<file path="src/rtl/time_display_driver_if.sv">
// Stopwatch time bus plus the display pins it drives, bundled for the display driver.
// master = time bus producer, slave = display driver.
interface time_display_driver_if;
   logic [9:0] time_ms;
   logic [5:0] time_sec;
   logic [5:0] time_min;
   logic [6:0] seg;
   logic [3:0] an;
   logic       dp;
   logic       digits_valid;

   modport master (
      output time_ms, time_sec, time_min,
      input  seg, an, dp, digits_valid
   );

   modport slave (
      input  time_ms, time_sec, time_min,
      output seg, an, dp, digits_valid
   );
endinterface

</file>
<file path="src/rtl/time_display_driver.sv">
// MM:SS display driver: snapshots the time bus, converts min/sec to BCD with a
// sequential double-dabble pass, and scans the result onto a 4-digit common-anode display.
module time_display_driver #(
   parameter int unsigned SCAN_DIV        = 1000,
   parameter bit          BLANK_LEAD_ZERO = 1'b1
) (
   input logic                  clk_high_speed,
   input logic                  rst_n,
   time_display_driver_if.slave bus
);

   localparam int unsigned PW = $clog2(SCAN_DIV);

   typedef enum logic [1:0] {LOAD, SHIFT, COMMIT} state_t;

   state_t          state_q, state_d;
   logic [2:0]      bit_cnt;
   logic [5:0]      min_sh, sec_sh;
   logic [7:0]      min_scr, sec_scr;
   logic [7:0]      min_bcd, sec_bcd;
   logic            valid_q;
   logic [PW-1:0]   prescaler;
   logic [1:0]      scan_idx;
   logic [3:0]      digit;
   logic            blank;
   logic [6:0]      seg_q;
   logic [3:0]      an_q;
   logic            dp_q;

   // One double-dabble step: correct each BCD nibble, then shift the next binary bit in.
   function automatic logic [7:0] dabble(input logic [7:0] s, input logic b);
      logic [3:0] t, o;
      t = (s[7:4] >= 4'd5) ? s[7:4] + 4'd3 : s[7:4];
      o = (s[3:0] >= 4'd5) ? s[3:0] + 4'd3 : s[3:0];
      return {t[2:0], o, b};
   endfunction

   function automatic logic [6:0] encode(input logic [3:0] d);
      case (d)
         4'd0:    return 7'h40;
         4'd1:    return 7'h79;
         4'd2:    return 7'h24;
         4'd3:    return 7'h30;
         4'd4:    return 7'h19;
         4'd5:    return 7'h12;
         4'd6:    return 7'h02;
         4'd7:    return 7'h78;
         4'd8:    return 7'h00;
         4'd9:    return 7'h10;
         default: return 7'h7F;
      endcase
   endfunction

   always_ff @(posedge clk_high_speed or negedge rst_n) begin
      if (!rst_n) state_q <= LOAD;
      else        state_q <= state_d;
   end

   always_comb begin
      state_d = state_q;
      case (state_q)
         LOAD:    state_d = SHIFT;
         SHIFT:   if (bit_cnt == 3'd5) state_d = COMMIT;
         COMMIT:  state_d = LOAD;
         default: state_d = LOAD;
      endcase
   end

   // Scratch is reset along with the FSM so an interrupted pass never reaches the display regs.
   always_ff @(posedge clk_high_speed or negedge rst_n) begin
      if (!rst_n) begin
         bit_cnt <= '0;
         min_sh  <= '0;
         sec_sh  <= '0;
         min_scr <= '0;
         sec_scr <= '0;
         min_bcd <= '0;
         sec_bcd <= '0;
         valid_q <= 1'b0;
      end else begin
         case (state_q)
            LOAD: begin
               min_sh  <= bus.time_min;
               sec_sh  <= bus.time_sec;
               min_scr <= '0;
               sec_scr <= '0;
               bit_cnt <= '0;
            end
            SHIFT: begin
               min_scr <= dabble(min_scr, min_sh[5]);
               sec_scr <= dabble(sec_scr, sec_sh[5]);
               min_sh  <= {min_sh[4:0], 1'b0};
               sec_sh  <= {sec_sh[4:0], 1'b0};
               bit_cnt <= bit_cnt + 3'd1;
            end
            COMMIT: begin
               min_bcd <= min_scr;
               sec_bcd <= sec_scr;
               valid_q <= 1'b1;
            end
            default: ;
         endcase
      end
   end

   always_ff @(posedge clk_high_speed or negedge rst_n) begin
      if (!rst_n) begin
         prescaler <= '0;
         scan_idx  <= '0;
      end else if (prescaler == PW'(SCAN_DIV - 1)) begin
         prescaler <= '0;
         scan_idx  <= scan_idx + 2'd1;
      end else begin
         prescaler <= prescaler + PW'(1);
      end
   end

   always_comb begin
      digit = 4'd0;
      blank = !valid_q;
      case (scan_idx)
         2'd0: digit = sec_bcd[3:0];
         2'd1: digit = sec_bcd[7:4];
         2'd2: digit = min_bcd[3:0];
         2'd3: begin
            digit = min_bcd[7:4];
            if (BLANK_LEAD_ZERO && min_bcd[7:4] == 4'd0) blank = 1'b1;
         end
         default: ;
      endcase
   end

   always_ff @(posedge clk_high_speed or negedge rst_n) begin
      if (!rst_n) begin
         seg_q <= 7'h7F;
         an_q  <= 4'hF;
         dp_q  <= 1'b1;
      end else begin
         seg_q <= blank ? 7'h7F : encode(digit);
         an_q  <= ~(4'b0001 << scan_idx);
         dp_q  <= !(scan_idx == 2'd2 && bus.time_ms < 10'd500);
      end
   end

   assign bus.seg          = seg_q;
   assign bus.an           = an_q;
   assign bus.dp           = dp_q;
   assign bus.digits_valid = valid_q;

endmodule

</file>
<file path="src/flat_wrapper.sv">
// flat-port wrapper written by rule: the top's interface ports become plain ports
module time_display_driver_flat 
#(
   parameter int unsigned SCAN_DIV        = 1000,
   parameter bit          BLANK_LEAD_ZERO = 1'b1
)
  (clk_high_speed, rst_n, bus_time_ms, bus_time_sec, bus_time_min, bus_seg, bus_an, bus_dp, bus_digits_valid);
  time_display_driver_if bus_i ();
  input logic clk_high_speed;
  input logic rst_n;
  input wire logic [$bits(bus_i.time_ms)-1:0] bus_time_ms;
  input wire logic [$bits(bus_i.time_sec)-1:0] bus_time_sec;
  input wire logic [$bits(bus_i.time_min)-1:0] bus_time_min;
  output wire logic [$bits(bus_i.seg)-1:0] bus_seg;
  output wire logic [$bits(bus_i.an)-1:0] bus_an;
  output wire logic [$bits(bus_i.dp)-1:0] bus_dp;
  output wire logic [$bits(bus_i.digits_valid)-1:0] bus_digits_valid;
  assign bus_i.time_ms = bus_time_ms;
  assign bus_i.time_sec = bus_time_sec;
  assign bus_i.time_min = bus_time_min;
  assign bus_seg = bus_i.seg;
  assign bus_an = bus_i.an;
  assign bus_dp = bus_i.dp;
  assign bus_digits_valid = bus_i.digits_valid;
  time_display_driver #(.SCAN_DIV(SCAN_DIV), .BLANK_LEAD_ZERO(BLANK_LEAD_ZERO)) u_core (.clk_high_speed(clk_high_speed), .rst_n(rst_n), .bus(bus_i));
endmodule
</file>
<file path="config.mk">
export PLATFORM = sky130hd
export DESIGN_NAME = time_display_driver_flat
export DESIGN_NICKNAME = d
export VERILOG_FILES = /design/src/rtl/time_display_driver_if.sv /design/src/rtl/time_display_driver.sv /design/src/flat_wrapper.sv
export SDC_FILE = /design/constraint.sdc
export NUM_CORES = 1
export LEC_CHECK = 0
export BUFFER_PORTS_ARGS = -buffer_cell sky130_fd_sc_hd__buf_2
export CAP_MARGIN = 20
export CORE_UTILIZATION = 30
export CTS_BUF_LIST = sky130_fd_sc_hd__clkbuf_2 sky130_fd_sc_hd__clkbuf_4 sky130_fd_sc_hd__clkbuf_8
export DETAILED_ROUTE_END_ITERATION = 12
export PLACE_DENSITY = 0.53
export SYNTH_ARGS = -nofsm -noshare
export SYNTH_HDL_FRONTEND = slang
export SYNTH_SLANG_ARGS = --single-unit
export TNS_END_PERCENT = 1
</file>
<file path="constraint.sdc">
create_clock -name clk_high_speed -period 3.5 [get_ports clk_high_speed]
set_input_delay 0.7 -clock clk_high_speed [delete_from_list [all_inputs] [get_ports clk_high_speed]]
set_output_delay 0.7 -clock clk_high_speed [all_outputs]
set_load 0.02 [all_outputs]
</file>
; Yosys cells after proc, flatten, opt, wreduce, memory -nomap -nowiden
; Memories as Yosys holds them, arrays and structs flattened.
; Cells that the tools add are included.
[op_classes]
n_shift = 1
n_addsub = 7
mux = 16
reduce_logical = 7
n_bitwise = 1
eq_ne = 8
n_lt_le_gt_ge = 5
[ops]
columns = operator, n
row1 = 8-bit case mux with 2 select lines, 2
row2 = 6-bit case mux with 2 select lines, 2
row3 = "4-bit by 3-bit greater-or-equal comparator with 1-bit output, second input constant", 4
row4 = 4-bit case mux with 4 select lines, 1
row5 = "10-bit by 1-bit adder with 10-bit output, second input constant", 1
row6 = "10-bit equality test, second input constant", 1
row7 = "10-bit by 9-bit less-than comparator with 1-bit output, second input constant", 1
row8 = 10-bit 2-to-1 mux, 1
row9 = "4-bit by 2-bit adder with 4-bit output, second input constant", 2
row10 = 4-bit 2-to-1 mux, 2
row11 = 7-bit 2-to-1 mux, 1
row12 = "3-bit by 2-bit adder with 3-bit output, second input constant", 2
row13 = "2-bit equality test, second input constant", 3
row14 = 3-bit 2-to-1 mux, 2
row15 = 3-bit case mux with 2 select lines, 1
row16 = "2-bit by 1-bit equality test with 1-bit output, second input constant", 2
row17 = 2-bit zero test, 2
row18 = 4-bit zero test, 1
row19 = 4-bit NOT, 1
row20 = 2-bit case mux with 2 select lines, 1
row21 = "1-bit by 2-bit << shifter with 4-bit output, first input constant", 1
row22 = "3-bit by 1-bit adder with 3-bit output, second input constant", 1
row23 = "3-bit equality test, second input constant", 1
row24 = "2-bit by 1-bit adder with 2-bit output, second input constant", 1
row25 = 6 further kinds, 8
[totals]
memories = 1
wordCells = 60
input_bits = 24
rom_bits = 112
regBits = 74
out_inout_bits = 13
[memory_table]
columns = name, depth, word_bits, read_ports, rd_ports_with_merged_regs, write_ports, line
row1 = (name not given), 16, 7, 1, 0, 0, time_display_driver.sv:39  ; case (d)

; Longest topological paths before layout
; Gate-level depths: netlist of run 1.
[depth]
depth_word = 4
ltp_mapped = 8

; Least setup slack after synthesis of run 1
; No wires, ideal clock.
[synth_path]
path_type = register to register
from = register u_core.scan_idx[0]
to = register u_core.seg_q[3] (netlist: u_core.bus.seg[3])
arrival_ns = 1.926
stages_incl_launch_ff = 8
setup_time_ns = 0.086
required_time_ns = 3.414
setup_slack_ns = 1.487
path_cell_list = dfrtp_1 inv_1 ha_1 clkbuf_1 mux2i_2 ha_1 o21ai_0 nand3_1
[synth_between]
elab_chain_cells = 4
elab_cells_between_ends = 8
[synth_lines]
columns = element, line
row1 = start: declaration, time_display_driver.sv:23  ; logic [1:0] scan_idx;
row2 = start signal: assignment, time_display_driver.sv:112  ; scan_idx <= scan_idx + 2'd1;
row3 = 2-bit equality test (tied with other cells), time_display_driver.sv:121  ; case (scan_idx)
row4 = 4-bit case mux with 4 select lines, time_display_driver.sv:121
row5 = memory read 16 x 7 bit, -
row6 = 7-bit 2-to-1 mux (*), time_display_driver.sv:139  ; seg_q <= blank ? 7'h7F : encode(digit);
row7 = end signal: assignment, time_display_driver.sv:139
row8 = end: declaration, time_display_driver.sv:26  ; logic [6:0] seg_q;
; Every way passes the cells marked *; elsewhere a longest branch is shown, timed or not.
; A chain may end at the register's enable or synchronous reset.

; Worst setup path in the final report of run 1
; Ends and elaborated chain as after synthesis.

==> reports/summary.txt, run 1 <==
Root Driver: clkbuf_8
Routed WL: 6400 um
Synth Register Bits: 74
Post-CTS Hold Buffers: 0
Initial antenna violation count: 0
CP Capture Type: flip-flop
Drt wl/cell: 12.5 um
Mapped Avg Cell Area: 10.8 um^2
Commonest non-fill, non-tap cell in the layout: dfrtp_1
Post-Syn Instances: 327
Predominant post-synthesis flop cell: dfrtp_1
Starting Density: 0.309
IO Count: 37
Status: finished, final reports clean
Power, Total: 1.81 mW
Antenna fix cells: 0
Area added between synthesis and finish: 14.3%
Worst-Margin Slew: 942 ps
Hold path endpoint: u_core.prescaler[0]$_DFF_PN0_
DR DRC count: 0
R2R setup slack: 1310 ps
Met1 WL: 3110 um
Setup violators final: 0
Clock Skew: 10.8 ps
Fin nets: 407
Final worst path period need: 2190 ps
Max Buffers Root-to-Sink: 2
PD cells: 445 nW/um^2
Cts bufs inserted: 9
Max Transition Viols Final: 0
DPL Wire Length: 4310 um
Remaining global-route overflow: 0
CTS tree: done
Synth warnings: 0
Crit path cell chain: inv_1 > ha_1 > a222oi_1 > mux2i_2 > or4b_4 > nand3_1
H-tree depth: 3
R2R depth: 6
Top cells by area, synth: dfrtp_1 44%, dfstp_2 8.9%, ha_1 6.7%
Biggest area consumer among synthesized cells: dfrtp_1
Crit Reg-Reg Startpoint: u_core.scan_idx[0]$_DFFE_PN0N_
Num Clock Sinks: 74
Worst Hold Class: flip-flop to flip-flop
Iter 0 DRT Violations: 88
Clock latency on the worst-skew pair: 350 ps
Maxcap violations: 0
Final worst-path cycle share: 0.626
Top sig layer: met4
Num rows: 39
Hold depth: 1
Chip width: 111 um
Met3 WL: 303 um
Worst r2r dst: u_core.bus.seg[3]$_DFF_PN1_
Lkg Pwr: 1.90 nW
Relative slew slack: 0.372
Slowest stage cell, crit path: or4b_4
Gpl congestion: 0.749
Final hold violation count: 0
Fmax: 0.457 GHz
Ys async rst share: 1.00
Layout cell share with drive strength beyond 1: 0.192
Worst Hold Launch: u_core.prescaler[0]$_DFF_PN0_
Largest net degree at the start of global routing: 75
CORE AREA: 11500 um^2
Most frequent cells in the layout: 62 x dfrtp_1, 35 x nand2_1, 34 x buf_2, 27 x o21ai_1, 22 x inv_1
Setup bufs post-CTS: 0
Yosys cell types: 40
Post-synth top area share: 0.437
Vias in the first global route: 2327
All-Layer GR Usage: 0.116
Syn nets: 370
Input/output buffers: 34
Sequential element share of the synthesized area: 0.526
Setup TNS: 0 ps
Crit Path Max Fanout: 10
Startpoint types: flip-flop
Post-route ant nets: 0
DR pass1 iterations: 4
RSZ-0062 raised after global routing: no
Critical path arrival: 2480 ps
Maximum vdd drop: 0.227 mV
Via count: 2387
WS Path Type: flip-flop to flip-flop
Post-CTS Resized: 0
Die height: 111 um
Reg clk slew, reported paths: 70 ps
Peak per-stage delay on the critical path: 570 ps
Worst Path Required: 3790 ps
Post-synth EDFFs: 0
First-pass GRT wire length: 11300 um
Metal2 WL: 2890 um
Full die area: 12300 um^2
Post-Synthesis Cell Area: 3550 um^2
Via density per instance: 4.66
[synth_stat cells (2+ instances only)]
library cell / instances
a211oi_1: 2
a21oi_1: 9
a222oi_1: 4
a22o_1: 11
and2_1: 3
and3_1: 2
buf_1: 2
buf_2: 2
clkbuf_1: 9
dfrtp_1: 62
dfstp_2: 12
ha_1: 19
inv_1: 22
mux2_1: 16
mux2i_1: 14
mux2i_2: 2
nand2_1: 35
nand2b_1: 5
nand3_1: 5
nand4_1: 3
nor2_1: 16
nor2b_1: 4
nor3_1: 2
o21ai_0: 10
o21ai_1: 27
o31ai_1: 2
xnor2_1: 10
xor2_1: 5
[registers in the layout, summed over array words and instances (netlist names)]
signal                   cells
u_core.bus.digits_valid      1
u_core.bit_cnt               3
u_core.state_q               2
u_core.prescaler            10
u_core.bus.an                4
u_core.sec_sh                6
u_core.bus.dp                1
u_core.min_bcd               8
u_core.bus.seg               7
u_core.scan_idx              2
u_core.sec_scr               8
u_core.sec_bcd               8
u_core.min_sh                6
u_core.min_scr               8
[metrics by stage]
step / setup WS, ps / cell area, um^2 / hold slack (ps) / std cells / utilization
after global routing: 1130 / 4050 / 500 / 512 / 0.354
final: 1310 / 4050 / 463 / 512 / 0.354
after detailed placement: 1320 / 3880 / 455 / 496 / 0.339
after global placement: 1360 / 3880 / 446 / 496 / 0.339
after CTS: 1300 / 4050 / 466 / 512 / 0.354
after floorplan: 1490 / 3550 / 404 / 327 / -
[metal layers]
layer / up-vias / GRT usage
met5: - / 0
li1: 1196 / -
met2: 48 / 0.174
met1: 1136 / 0.151
met4: 0 / 0.0427
met3: 7 / 0.0432
[worst max-delay path by stage]
stage | from | end | slack (ps)
2_1_floorplan | u_core.scan_idx[0]$_DFFE_PN0N_ | u_core.bus.seg[3]$_DFF_PN1_ | 1490
3_3_place_gp | u_core.scan_idx[0]$_DFFE_PN0N_ | u_core.bus.seg[3]$_DFF_PN1_ | 1360
3_5_place_dp | u_core.scan_idx[0]$_DFFE_PN0N_ | u_core.bus.seg[3]$_DFF_PN1_ | 1320
4_1_cts | u_core.scan_idx[0]$_DFFE_PN0N_ | u_core.bus.seg[3]$_DFF_PN1_ | 1300
5_1_grt | u_core.scan_idx[0]$_DFFE_PN0N_ | u_core.bus.seg[0]$_DFF_PN1_ | 1130
6_report | u_core.scan_idx[0]$_DFFE_PN0N_ | u_core.bus.seg[3]$_DFF_PN1_ | 1310
[area by class of cell]
type / instances / area [um^2]
clock buffer: 13 / 154
timing repair buffer: 39 / 208
multi-input combinational: 217 / 1540
inverter: 23 / 86.3
tap: 143 / 179
sequential: 74 / 1870
fill: 1160 / 7410
clock inverter: 3 / 17.5
[critical path, delay by kind of cell, from the launching register on]
family	cells	cell delay (ps)
AO/OA/AOI/OAI	1	470
adder cells (fa/ha/maj)	1	260
buffers and inverters	1	110
flip-flops	1	380
multiplexers	1	260
AND/OR/NAND/NOR	2	650
[where the power goes]
group	total [mW]	internal [mW]	leakage, nW	switching, mW
clock	0.584	0.287	0.0911	0.297
sequential	0.975	0.948	0.921	0.0275
combinational	0.245	0.0942	0.888	0.151
[logic make-up after synthesis]
logic type                 Yosys count  share of synthesized area
AOI/OAI and AO/OA                   69                      0.121
xor gates and xnor gates            15                     0.0370
adders and majority gates           19                     0.0670
buffers and inverters               36                     0.0388
DFF                                 74                      0.526
muxes                               33                      0.101
and+or+nand+nor                     81                      0.109
(Power assumes the default switching activity.)
==> inputs of run 2 (changes only) <==
--- a/config.mk
+++ b/config.mk
@@ -5,12 +5,13 @@
 export SDC_FILE = /design/constraint.sdc
 export NUM_CORES = 1
 export LEC_CHECK = 0
+export ABC_AREA = 1
 export BUFFER_PORTS_ARGS = -buffer_cell sky130_fd_sc_hd__buf_2
 export CAP_MARGIN = 20
 export CORE_UTILIZATION = 30
 export CTS_BUF_LIST = sky130_fd_sc_hd__clkbuf_2 sky130_fd_sc_hd__clkbuf_4 sky130_fd_sc_hd__clkbuf_8
 export DETAILED_ROUTE_END_ITERATION = 12
-export PLACE_DENSITY = 0.53
+export PLACE_DENSITY = 0.55
 export SYNTH_ARGS = -nofsm -noshare
 export SYNTH_HDL_FRONTEND = slang
 export SYNTH_SLANG_ARGS = --single-unit
==> constraint.sdc (replaced) <==
create_clock -name clk_high_speed -period 1.85 [get_ports clk_high_speed]
set_input_delay 0.37 -clock clk_high_speed [delete_from_list [all_inputs] [get_ports clk_high_speed]]
set_output_delay 0.37 -clock clk_high_speed [all_outputs]
set_load 0.02 [all_outputs]
==> reports/summary.txt, run 2 <==
Reg power frac: 0.503 (-0.037)
IO Count: 37 (unchanged)
Power, Total: 3.71 mW (+110%)
Max Transition Viols Final: 0 (unchanged)
DPL Wire Length: 4880 um (+13%)
Num rows: 39 (unchanged)
Predominant post-synthesis flop cell: dfrtp_1
Cts bufs inserted: 9 (unchanged)
Switching Power: 0.952 mW (+100%)
Crit Path Max Fanout: 6 (-4)
Sw Ratio: 0.257 (-0.00710)
Ys async rst share: 1.00 (unchanged)
Post-route ant nets: 0 (unchanged)
Full die area: 12500 um^2 (+1.7%)
H-tree depth: 3 (unchanged)
Maximum vdd drop: 0.588 mV (+160%)
Reg clk slew, reported paths: 70 ps (about the same)
DR DRC count: 3 (+3)
Failing checks: design-rule violations
Drt wl/cell: 11.2 um (-10%)
Commonest non-fill, non-tap cell in the layout: nand2_1
Clock Skew: 9.18 ps (-1.66 ps)
Via density per instance: 4.52 (-3.0%)
Vias in the first global route: 2569 (+10%)
Initial antenna violation count: 0 (unchanged)
Biggest area consumer among synthesized cells: dfrtp_1
Worst r2r dst: u_core.bus.seg[0]$_DFF_PN1_
Iter 0 DRT Violations: 109 (+24%)
Final worst-path cycle share: 0.932 (+0.307)
Final hold violation count: 0 (unchanged)
Critical path arrival: 2000 ps (-480 ps)
Post-synth EDFFs: 0 (unchanged)
Area added between synthesis and finish: 18.8%
Fin nets: 502 (+23%)
Fmax: 0.580 GHz (+27%)
CORE AREA: 11600 um^2 (+0.85%)
Die height: 112 um (+0.83%)
Worst-Margin Slew: 458 ps (-484 ps)
Setup violators final: 0 (unchanged)
DR pass1 iterations: 8 (+4)
Logic pwr share: 0.145 (+0.009)
Lkg Pwr: 2.03 nW (+7.0%)
R2R depth: 12 (+6)
Worst Hold Class: input pin to flip-flop
RSZ-0062 raised after global routing: no
Power Internal: 2.76 mW (+110%)
Input/output buffers: 34 (unchanged)
PD cells: 866 nW/um^2 (+94%)
Slowest stage cell, crit path: dfrtp_1
Clock latency on the worst-skew pair: 350 ps (about the same)
First-pass GRT wire length: 11700 um (+3.6%)
Top cells by area, synth: dfrtp_1 43%, nand2_1 12%, dfstp_2 8.7%
Critical path's top delay family: buffers and inverters
Most frequent cell after synthesis: nand2_1
Layout cell share with drive strength beyond 1: 0.244 (+0.0511)
Gpl congestion: 0.830 (+11%)
Chip width: 112 um (+0.83%)
Root Driver: clkbuf_8
Antenna fix cells: 0 (unchanged)
WS Path Type: flip-flop to flip-flop
CP Capture Type: flip-flop
R2R setup slack: 120 ps (-1190 ps)
Post-Syn Instances: 405 (+24%)
Num Clock Sinks: 74 (unchanged)
Final worst path period need: 1730 ps (-465 ps)
Relative slew slack: 0.694 (+0.323)
Peak per-stage delay on the critical path: 400 ps (-170 ps)
Mapped Avg Cell Area: 8.91 um^2 (-18%)
Largest net degree at the start of global routing: 34 (-55%)
CP bufs+invs: 4 (+3)
Crit Reg-Reg Startpoint: u_core.scan_idx[0]$_DFFE_PN0N_
Clock network fraction of total power: 0.353 (+0.029)
All-Layer GR Usage: 0.119 (+0.00318)
Core Util, Final: 0.371 (+0.0171)
Crit path cell chain: inv_2 > ha_1 > inv_2 > nor2_1 > o21bai_2 > buf_4 > buf_4 > ha_1 > nand2_1 > nand2_1 > nand2_1 > nand2_1
Synth warnings: 0 (unchanged)
Startpoint types: flip-flop
Max Buffers Root-to-Sink: 2 (unchanged)
Hold path endpoint: u_core.min_sh[0]$_DFFE_PN0P_
Post-synth top area share: 0.430 (-0.00728)
Sequential element share of the synthesized area: 0.518 (-0.00876)
Most frequent cells after synthesis: 117 x nand2_1, 62 x dfrtp_1, 40 x inv_1
Post-Synthesis Cell Area: 3610 um^2 (+1.7%)
Routed WL: 6790 um (+6.2%)
Most frequent cells in the layout: 117 x nand2_1, 62 x dfrtp_1, 37 x inv_1, 35 x nor2_1, 34 x buf_2
Syn nets: 448 (+21%)
Synth Register Bits: 74 (unchanged)
Worst Path Required: 2130 ps (-1660 ps)
Maxcap violations: 0 (unchanged)
Yosys cell types: 37 (-7.5%)
CTS tree: done
Worst Hold Launch: bus_time_min[0]
Fill count: 1174 (+1.2%)
Max reg flops: 10 (unchanged)
Most flops, register: u_core.prescaler
Starting Density: 0.312 (+0.00258)
Via count: 2745 (+15%)
CP most frequent cell: nand2_1
Status: complete, but fails checks
Remaining global-route overflow: 0 (unchanged)
Hold depth: 3 (+2)
## run 2: timing repair
| action | in CTS | in global routing |
|---|---|---|
| pin swaps | 0 | 1 |
| setup endpoints to repair | 1 | 5 |
| endpoints found under the hold margin | 12 | 0 |
| hold buffers | 1 | 0 |
| gates resized for setup | 0 | 6 |
| setup buffers | 1 | 2 |
## run 2: metrics by stage
stage          instance area (um^2)  worst slack, ps  setup TNS [ps]  instances  hold slack (ps)
5_1_grt                        4290             18.0               0        607              232
4_1_cts                        4250             3.71               0        605              207
6_report                       4290              125               0        607              219
3_3_place_gp                   4030             68.4               0        587              348
3_5_place_dp                   4030           -0.787          -0.787        587              347
2_1_floorplan                  3610             44.7               0        405             74.4
## run 2: kinds of logic (layout without fill, tap and decap cells)
group,count (synthesis),after routing,share of synthesized area
AOI/OAI and AO/OA,67,67,0.127
adders and majority gates,19,19,0.0659
and+or+nand+nor,187,187,0.213
xor gates and xnor gates,6,6,0.0146
buffers and inverters,52,111,0.0614
DFF,74,74,0.518
## run 2: worst max-delay path by stage
stage | startpoint | endpoint | slack (ps) | depth (start not counted)
final | u_core.scan_idx[0]$_DFFE_PN0N_ | u_core.bus.seg[0]$_DFF_PN1_ | 120 | 12
after global routing | u_core.scan_idx[1]$_DFFE_PN0N_ | u_core.bus.seg[6]$_DFF_PN1_ | 20 | 10
after CTS | u_core.scan_idx[0]$_DFFE_PN0N_ | u_core.bus.seg[1]$_DFF_PN1_ | 4 | 9
after detailed placement | u_core.scan_idx[0]$_DFFE_PN0N_ | u_core.bus.seg[1]$_DFF_PN1_ | -0.8 | 9
after global placement | u_core.scan_idx[0]$_DFFE_PN0N_ | u_core.bus.seg[1]$_DFF_PN1_ | 70 | 9
after floorplan | u_core.scan_idx[0]$_DFFE_PN0N_ | u_core.bus.seg[1]$_DFF_PN1_ | 40 | 9
## run 2: cell type report
class,count,area [um^2],area share
Timing Repair Buffer,52,333,0.0776
Multi-Input combinational cell,279,1540,0.359
Sequential cell,74,1870,0.435
Inverter,43,161,0.0377
Clock buffer,14,174,0.0406
Clock inverter,2,35.0,0.00817
Tap cell,143,179,0.0417
## run 2: worst reg2reg max path, delay by kind of cell (launching register included)
| family | cells | cell delay [ps] |
|---|---|---|
| AO/OA/AOI/OAI | 1 | 200 |
| adder cells (fa/ha/maj) | 2 | 370 |
| buffers and inverters | 4 | 440 |
| flip-flops | 1 | 400 |
| AND/OR/NAND/NOR | 5 | 250 |
## run 2: per-layer routing
metal  global-route usage  vias up  share of wire  wire length [um]
met5                    0        -              0                 0
met4               0.0459        0          0.016               107
met3               0.0381       11          0.048               329
met2                0.192       50           0.45              3030
met1                0.148     1276           0.49              3330
li1                     -     1408              -                 -
## run 2: power by group through the flow
stage / combinational, mW / sequential, mW / clock, mW
floorplan: 0.262 / 1.97 / 0
global placement: 0.521 / 1.89 / 0
detailed placement: 0.532 / 1.90 / 0
CTS: 0.534 / 1.87 / 1.36
global route: 0.606 / 1.88 / 1.43
finish: 0.537 / 1.86 / 1.31
